File: config.mk
export PLATFORM = sky130hd
export DESIGN_NAME = uart_tx_fifo_drain
export DESIGN_NICKNAME = d
export VERILOG_FILES = /design/src/rtl/uart_pkg.sv /design/src/rtl/uart_baud_gen.sv /design/src/rtl/uart_tx_fifo_drain.sv
export SDC_FILE = /design/constraint.sdc
export NUM_CORES = 1
export LEC_CHECK = 0
export ABC_AREA = 1
export CAP_MARGIN = 10
export CELL_PAD_IN_SITES_DETAIL_PLACEMENT = 1
export CELL_PAD_IN_SITES_GLOBAL_PLACEMENT = 1
export CORE_ASPECT_RATIO = 1.25
export CORE_UTILIZATION = 30
export DETAILED_ROUTE_END_ITERATION = 10
export GPL_ROUTABILITY_DRIVEN = 0
export PLACE_DENSITY_LB_ADDON = 0.1
export SLEW_MARGIN = 25
export SYNTH_ARGS = -nofsm -noshare
export SYNTH_HDL_FRONTEND = slang
export SYNTH_HIERARCHICAL = 1
export SYNTH_SLANG_ARGS = --single-unit
export TNS_END_PERCENT = 20
File: constraint.sdc
create_clock -name clk -period 2.27 [get_ports clk]
set_clock_uncertainty 0.15 [all_clocks]
set_input_delay 0.3405 -clock clk [delete_from_list [all_inputs] [get_ports clk]]
set_output_delay 0.3405 -clock clk [all_outputs]
set_load 0.02 [all_outputs]
File: src/rtl/uart_pkg.sv
// Shared UART definitions: state encoding, frame width and baud divisor.
// Used by uart_tx_fifo_drain (optional parity via UART_TX_PARITY_EN).
package uart_pkg;

  localparam int DATA_BITS = 8;

  typedef enum logic [2:0] {
    IDLE   = 3'd0,
    START  = 3'd1,
    DATA   = 3'd2,
    STOP   = 3'd3,
    PARITY = 3'd4
  } state_t;

  // Clocks per bit, truncated; shared with the receiver.
  function automatic int calc_baud_div(input int clk_freq, input int baud_rate);
    return clk_freq / baud_rate;
  endfunction

endpackage

File: src/rtl/uart_baud_gen.sv
// Bit-period counter: counts 0..BAUD_DIV-1, flags the last clk of each bit.
// Synchronous clear holds it at zero.
module uart_baud_gen #(
  parameter int BAUD_DIV = 10
) (
  input  logic i_clk,
  input  logic i_rst,
  input  logic i_clr,
  output logic o_bit_end
);

  localparam int CW = (BAUD_DIV > 1) ? $clog2(BAUD_DIV) : 1;
  localparam logic [CW-1:0] LAST = CW'(BAUD_DIV - 1);

  logic [CW-1:0] r_cnt;

  assign o_bit_end = (r_cnt == LAST);

  always_ff @(posedge i_clk or posedge i_rst) begin
    if (i_rst) begin
      r_cnt <= '0;
    end else if (i_clr || o_bit_end) begin
      r_cnt <= '0;
    end else begin
      r_cnt <= r_cnt + CW'(1);
    end
  end

endmodule

File: src/rtl/uart_tx_fifo_drain.sv
// UART 8N1 transmitter draining a byte FIFO; define UART_TX_PARITY_EN
// to insert an even-parity bit between data and stop.
module uart_tx_fifo_drain
  import uart_pkg::*;
#(
  parameter int CLK_FREQ  = 100_000_000,
  parameter int BAUD_RATE = 9600
) (
  input  logic       clk,
  input  logic       reset,
  input  logic       empty,
  input  logic [7:0] r_data,
  output logic       rd,
  output logic       tx,
  output logic       tx_busy,
  output logic       tx_done
);

  localparam int BAUD_DIV = calc_baud_div(CLK_FREQ, BAUD_RATE);

  state_t     r_state;
  state_t     w_state_nx;
  logic [2:0] r_idx;
  logic [2:0] w_idx_nx;
  logic [7:0] r_shift;
  logic       r_tx;
  logic       w_tx_nx;
  logic       w_clr;
  logic       w_bit_end;

  uart_baud_gen #(.BAUD_DIV(BAUD_DIV)) u_baud (
    .i_clk     (clk),
    .i_rst     (reset),
    .i_clr     (w_clr),
    .o_bit_end (w_bit_end)
  );

  assign tx      = r_tx;
  assign tx_busy = (r_state != IDLE);

  // tx is computed one clk ahead so the line comes straight from a flop.
  always_comb begin
    w_state_nx = r_state;
    w_idx_nx   = r_idx;
    w_tx_nx    = r_tx;
    w_clr      = 1'b0;
    rd         = 1'b0;
    tx_done    = 1'b0;
    unique case (r_state)
      IDLE: begin
        w_clr   = 1'b1;
        w_tx_nx = 1'b1;
        if (!empty) begin
          rd         = !reset;
          w_state_nx = START;
          w_idx_nx   = 3'd0;
          w_tx_nx    = 1'b0;
        end
      end
      START: begin
        if (w_bit_end) begin
          w_state_nx = DATA;
          w_idx_nx   = 3'd0;
          w_tx_nx    = r_shift[0];
        end
      end
      DATA: begin
        if (w_bit_end) begin
          if (r_idx == 3'(DATA_BITS - 1)) begin
`ifdef UART_TX_PARITY_EN
            w_state_nx = PARITY;
            w_tx_nx    = ^r_shift;
`else
            w_state_nx = STOP;
            w_tx_nx    = 1'b1;
`endif
          end else begin
            w_idx_nx = r_idx + 3'd1;
            w_tx_nx  = r_shift[w_idx_nx];
          end
        end
      end
`ifdef UART_TX_PARITY_EN
      PARITY: begin
        if (w_bit_end) begin
          w_state_nx = STOP;
          w_tx_nx    = 1'b1;
        end
      end
`endif
      STOP: begin
        if (w_bit_end) begin
          tx_done    = 1'b1;
          w_state_nx = IDLE;
          w_tx_nx    = 1'b1;
        end
      end
      default: begin
        w_state_nx = IDLE;
        w_tx_nx    = 1'b1;
      end
    endcase
  end

  always_ff @(posedge clk or posedge reset) begin
    if (reset) begin
      r_state <= IDLE;
      r_idx   <= 3'd0;
      r_shift <= 8'h00;
      r_tx    <= 1'b1;
    end else begin
      r_state <= w_state_nx;
      r_idx   <= w_idx_nx;
      r_tx    <= w_tx_nx;
      if (rd) begin
        r_shift <= r_data;
      end
    end
  end

endmodule

# After elaboration in Yosys (flattened, before gate mapping)
# Index checks and enable logic that the tools add are counted.
dict set report classes {
  addsub 2
  mul 0
  div_mod_pow 0
  order_cmp 1
  eq_ne 11
  shift 0
  mux 24
  bitwise 0
  reduce_logical 8
}
# operator n
set ops {}
lappend ops {{2-to-1 mux 3 bit} 8}
lappend ops {{adder 14 x 1 -> 14 bit, second input constant} 1}
lappend ops {{== test 14 bit, second input constant} 1}
lappend ops {{2-to-1 mux 14 bit} 1}
lappend ops {{one-hot mux 3 bit (4 select lines)} 1}
lappend ops {{2-to-1 mux 1 bit} 11}
lappend ops {{AND reduction 5 bit} 2}
lappend ops {{one-hot mux 3 bit (3 select lines)} 1}
lappend ops {{== test 3 x 2 -> 1 bit, second input constant} 2}
lappend ops {{inequality test 2 x 1 -> 1 bit, second input constant} 3}
lappend ops {{inequality test 2 bit, second input constant} 3}
lappend ops {{nonzero test 3 bit} 2}
lappend ops {{less-than comparator 3 x 4 -> 1 bit, second input constant} 1}
lappend ops {{one-hot mux 1 bit (4 select lines)} 1}
lappend ops {{adder 3 x 1 -> 3 bit, second input constant} 1}
lappend ops {{binary-select mux 1 bit (select 3 bit)} 1}
lappend ops {{== test 3 x 1 -> 1 bit, second input constant} 1}
lappend ops {{== test 3 bit, second input constant} 1}
lappend ops {{zero test 3 bit} 1}
lappend ops {{AND reduction 3 bit} 1}
lappend ops {{zero test 1 bit} 1}
lappend ops {{logical OR 1 bit} 1}
dict set report totals {
  register_bits 29
  latch_bits 0
  mem_bits_rw 0
  romBits 0
  input_bits 11
  output_inout_bits 4
  word_cells 51
  memories 0
}

# Depth between registers and ports, before layout
dict set report depth {
  ltp_word 6
  depth_mapped 11
  mapped_depth_nobuf 11
}

# Cells and area by module
# The synthesis kept the hierarchy.
# mod n_inst cells_each area_per_inst_um2 seq_area_each_um2
set by_module_without_submodules {}
lappend by_module_without_submodules {uart_baud_gen 1 111 809.5 350.3}
lappend by_module_without_submodules {uart_tx_fifo_drain 1 102 797.0 351.6}

# Worst setup path before layout
# No wires, ideal clock.
dict set report synth_path {
  path_kind {register to register}
  from {register u_baud.r_cnt[0]}
  to {register r_state[1]}
  setup_time_ps 129
  arrival_time_ps 1434
  required_time_ps 1991
  setup_slack_ps 557
  path_stages_with_launch 11
  path_buffers 0
  synth_period_minus_slack_ps 1713
  cell_sequence {dfrtp_1 -> ha_1 -> nand3_2 -> nor3_1 -> inv_1 -> o21ai_2 -> nand2_1 -> inv_1 -> o211ai_1 -> nor2_1 -> a21oi_1}
}
dict set report synth_via {
  elab_chain_cells 3
  elab_cells_between_ends 5
  cone_classes {eq/ne (4); reduce/logical (1)}
}
# item line_no
set synth_lines {}
lappend synth_lines {{start, declared} uart_baud_gen.sv:15} ;# logic [CW-1:0] r_cnt;
lappend synth_lines {{start signal, assigned} uart_baud_gen.sv:25} ;# r_cnt <= r_cnt + CW'(1);
lappend synth_lines {{== test 14 bit *} uart_baud_gen.sv:17} ;# assign o_bit_end = (r_cnt == LAST);
lappend synth_lines {{named net w_bit_end} uart_tx_fifo_drain.sv:29} ;# logic w_bit_end;
lappend synth_lines {{inequality test 2 x 1 -> 1 bit (no line)} --}
lappend synth_lines {{AND reduction 5 bit (no line) *} --}
lappend synth_lines {{end signal, assigned} uart_tx_fifo_drain.sv:112} ;# r_state <= w_state_nx;
lappend synth_lines {{end, declared} uart_tx_fifo_drain.sv:21} ;# state_t r_state;
# Mark *: on every way through the listed nets, which the timed path passes. The rest lies on a longest branch.
# A chain may end at the register's enable or synchronous reset.

# Worst setup path after layout
dict set report layout_path {
  from {register r_state[0]}
  to {output rd}
}
dict set report layout_via {
  elab_chain_cells 2
}
# item line_no
set layout_lines {}
lappend layout_lines {{zero test 3 bit} uart_tx_fifo_drain.sv:49} ;# unique case (r_state)
lappend layout_lines {{2-to-1 mux 1 bit} uart_tx_fifo_drain.sv:49}
lappend layout_lines {{end, declared} uart_tx_fifo_drain.sv:13} ;# output logic rd,
# No other way between the ends.

==> impl_results.md <==
- Number of detailed-routing iterations run before antenna repair: 4
- Placed insts: 297
- Distinct cell type count after synthesis: 22
- Number of clock sinks: 28
- Worst flop-to-flop path startpoint: u_baud/r_cnt[0]$_DFF_PP0_
- Routed via count: ~1400
- Die area: about 5700 um^2
- Min cycle time layout: around 2.1 ns
- Sum Neg Setup Slack: 0 ns
- Endpoint of the most critical setup path: rd
- Area of the mapped netlist: approximately 1600 um^2
- Number of diodes added for antenna fixing: 0
- Clock Tree Buf Depth: 2
- Area added between synthesis and finish: 21.7%
- Number of nets with antenna violations after detailed routing: 0
- Part of the Yosys area used for sequential elements: 0.437
- Part of the cycle the worst path needs: 0.919
- Fraction of synthesized cell area taken by the top area cell type: 0.421
- Actual transition at the worst max-transition pin: about 0.60 ns
- Mapped Nets: 233
- Post-synthesis cell count: around 210
- Worst path cell trace: inv_1, ha_1, inv_2, nor3_4, dlygate4sd2_1
- Delay contributed by the slowest stage of the critical path: approximately 0.43 ns
- Logic depth of the worst register-to-register path: 10
- Number of buffers created by CTS: 3
- Hold violation total from the final report: 0
- GRT Residual Overflow: 0
- Kind of start point of the critical path: register
- Total cell area at the placement stage: between 1500 and 2000 um^2
- Die height: between 80 and 90 um
- Row cnt: 29
- Gr usage total: 0.158
- Critical Path Stages: 5
- Clock slew at reported path FFs: about 0.1 ns
- Fin area: just under 2000 um^2
- Final instance count without filler cells: between 300 and 400
- Synthesized area divided by synthesized cell count: roughly 7.5 um^2
- Worst min path class: reg -> reg
- Critical path class: reg -> out
- Iter 0 DRT Violations: 30
- Area of the placeable core: ~5100 um^2
- RSZ-0062 raised after global routing: false
- Clock tree root buffer cell: sky130_fd_sc_hd__clkbuf_8
- Worst slew margin relative to its limit: 0.601
- Clock latency on the worst-skew pair: around 0.28 ns
- Initial Util: 0.314
- Terminus of the critical flop-to-flop path: r_state[1]$_DFFE_PP0P_
- Worst-path fanout max: 4
- Cell type with the highest aggregate area in the netlist: sky130_fd_sc_hd__dfrtp_1
- Top area cells in the synthesized netlist: sky130_fd_sc_hd__dfrtp_1 42%, sky130_fd_sc_hd__nand2_1 16%, sky130_fd_sc_hd__nor2_1 7.5%
- Maximum number of pins on one net before global-route repair: 17
- DIE WIDTH: 67.5 um
- Warnings from Yosys: 6
- Count of maximum capacitance violations: 0
- Number of hold buffers added after CTS: 0
- Average detailed-routed wire length per instance: 12.4 um
- Delay-heaviest family, CP: buffers and inverters
- Pwr Density: around 480 nW/um^2
- Number of global-route vias before repair: roughly 1500
- CP arrival: 1.60 ns
- Setup slack after layout: 0.184 ns
- Boundary pin count: 15
- Depth of the CTS H-tree: 1
- Layout cell share with drive strength beyond 1: 0.121
- Element type at the critical path end: output pin
- Number of vias per cell after detailed routing: roughly 4.6
- Worst vdd rail ir drop: 0.000208 V
- Leakage dissipation: a little under 1 nW
- Final HPWL DP: 3.00 mm
- Setup slack on the worst flop-to-flop path: 0.44 ns
- Final Setup Violations: 0
- Master of the slowest instance on the critical path: sky130_fd_sc_hd__dfrtp_1
- Timing startpoint of the critical path: r_state[0]$_DFFE_PP0P_
- Count of buffers from port buffering: 14
- Number of storage elements in the synthesis netlist: 28
- Post-route DRC violation count: 0
- Status: complete, no violations
- Initial antenna violation count: 0
- Final-report max-slew violation count: 0
- Number of buffers and inverters on the critical path: 3
- Required time at the worst-slack endpoint: roughly 1.8 ns
- Dpl ws: 0.0897 ns
- Final routed wirelength across all metal layers: about 3.7 mm
- TritonCTS clock tree: done
- Global-route wire length before repair: 6.78 mm
- # nets final: 260
- Highest Clock Rate: roughly 480 MHz
[worst register-to-register path: stages, from the launching register on]
cell and delay, ns:
sky130_fd_sc_hd__dfrtp_1 0.37, sky130_fd_sc_hd__ha_1 0.16, sky130_fd_sc_hd__nand3_2 0.14, sky130_fd_sc_hd__nor3_2 0.24, sky130_fd_sc_hd__inv_1 0.09, sky130_fd_sc_hd__o21ai_2 0.07, sky130_fd_sc_hd__nand2_1 0.08, sky130_fd_sc_hd__inv_1 0.10
sky130_fd_sc_hd__o211ai_1 0.15, sky130_fd_sc_hd__nor2_1 0.12, sky130_fd_sc_hd__a21oi_1 0.05
[state kept, by name (all words and copies together), names as in the netlist]
name          cells
tx                1
r_shift           8
u_baud/r_cnt     14
r_idx             3
r_state           2
[cell usage in the layout, fill, tap and decap left out]
cell                              Yosys  final
sky130_fd_sc_hd__clkbuf_2             0      1
sky130_fd_sc_hd__nor3_1               2      1
sky130_fd_sc_hd__inv_2                3      3
sky130_fd_sc_hd__o211ai_1             1      1
sky130_fd_sc_hd__o21ai_0              3      3
sky130_fd_sc_hd__nand3_1             16     16
sky130_fd_sc_hd__a21oi_1              3      3
sky130_fd_sc_hd__clkbuf_8             0      3
sky130_fd_sc_hd__dlymetal6s2s_1       0      1
sky130_fd_sc_hd__nand2_2              2      2
sky130_fd_sc_hd__dfstp_2              1      1
sky130_fd_sc_hd__nor2_2               3      4
sky130_fd_sc_hd__buf_4                0      9
sky130_fd_sc_hd__nand3_2              1      1
sky130_fd_sc_hd__xnor2_1              3      3
sky130_fd_sc_hd__dlygate4sd2_1        0      1
sky130_fd_sc_hd__dfrtp_1             27     27
sky130_fd_sc_hd__xor2_1               4      4
sky130_fd_sc_hd__o21ai_2              2      2
sky130_fd_sc_hd__nand4_1              4      4
sky130_fd_sc_hd__nor3_4               1      1
sky130_fd_sc_hd__ha_1                 9      9
sky130_fd_sc_hd__nor2_1              32     31
sky130_fd_sc_hd__clkdlybuf4s50_1      0     11
sky130_fd_sc_hd__nand2_1             68     68
sky130_fd_sc_hd__o21ai_1              3      3
sky130_fd_sc_hd__inv_1               24     24
sky130_fd_sc_hd__bufinv_16            0      1
sky130_fd_sc_hd__nor3_2               0      1
[power by group]
group	internal, mW	leakage (nW)	switching, mW
clock	0.236	0.0357	0.161
combinational	0.0185	0.590	0.0177
sequential	0.504	0.353	0.00299
[Yosys cell counts (all sizes together)]
| library cell | count |
|---|---|
| ha | 9 |
| dfrtp | 27 |
| buf | 1 |
| dfstp | 1 |
| nand4 | 4 |
| nor2 | 35 |
| a21oi | 3 |
| nand2 | 70 |
| nand3 | 17 |
| nor3 | 3 |
| o21ai | 8 |
| xnor2 | 3 |
| o211ai | 1 |
| xor2 | 4 |
| inv | 27 |
[layer usage]
| layer | track usage | routed length, um | vias up |
|---|---|---|---|
| met1 | 0.181 | 1620 | 650 |
| met3 | 0.0191 | 58 | 2 |
| li1 | - | - | 712 |
| met2 | 0.293 | 2040 | 11 |
| met4 | 0.0426 | 24 | 0 |
| met5 | 0 | 0 | - |
[stage by stage]
step | utilization | hold slack [ns] | total power, mW
5_1_grt | 0.382 | 0.354 | 0.983
6_report | 0.382 | 0.329 | 0.940
3_5_place_dp | 0.368 | 0.310 | 0.555
2_1_floorplan | - | 0.0790 | 0.530
3_3_place_gp | 0.368 | 0.307 | 0.554
4_1_cts | 0.382 | 0.338 | 0.964
[final cells by class]
cell class	count	area (um^2)
clock inverter	1	30.0
clock buffer	3	41.3
multi-input combinational	157	800
inverter	27	101
tap	62	77.6
sequential	28	702
timing repair buffer	23	204
fill	649	3160
[repair_timing]
item | 4_1_cts | 5_1_grt
setup endpoints to repair | 2 | 2
gates resized for setup | 3 | 4
setup buffers | 0 | 0
[logic make-up after synthesis]
group | synth area share
AND/OR/NAND/NOR | 0.341
buffers and inverters | 0.0701
flip-flops | 0.437
AO/OA/AOI/OAI | 0.0436
adder cells (fa/ha/maj) | 0.0701
XOR/XNOR | 0.0382
[worst min path at each step]
stage	startpoint	endpoint	slack [ns]	cells after the start
3_3_place_gp	r_shift[4]$_DFFE_PP0P_	r_shift[4]$_DFFE_PP0P_	0.31	2
6_report	r_shift[4]$_DFFE_PP0P_	r_shift[4]$_DFFE_PP0P_	0.33	2
3_5_place_dp	r_shift[4]$_DFFE_PP0P_	r_shift[4]$_DFFE_PP0P_	0.31	2
2_1_floorplan	reset	r_idx[0]$_DFFE_PP0P_	0.08	1
5_1_grt	r_shift[5]$_DFFE_PP0P_	r_shift[5]$_DFFE_PP0P_	0.35	2
4_1_cts	r_shift[4]$_DFFE_PP0P_	r_shift[4]$_DFFE_PP0P_	0.34	2
Note: power is estimated with default switching activity, not from simulation.
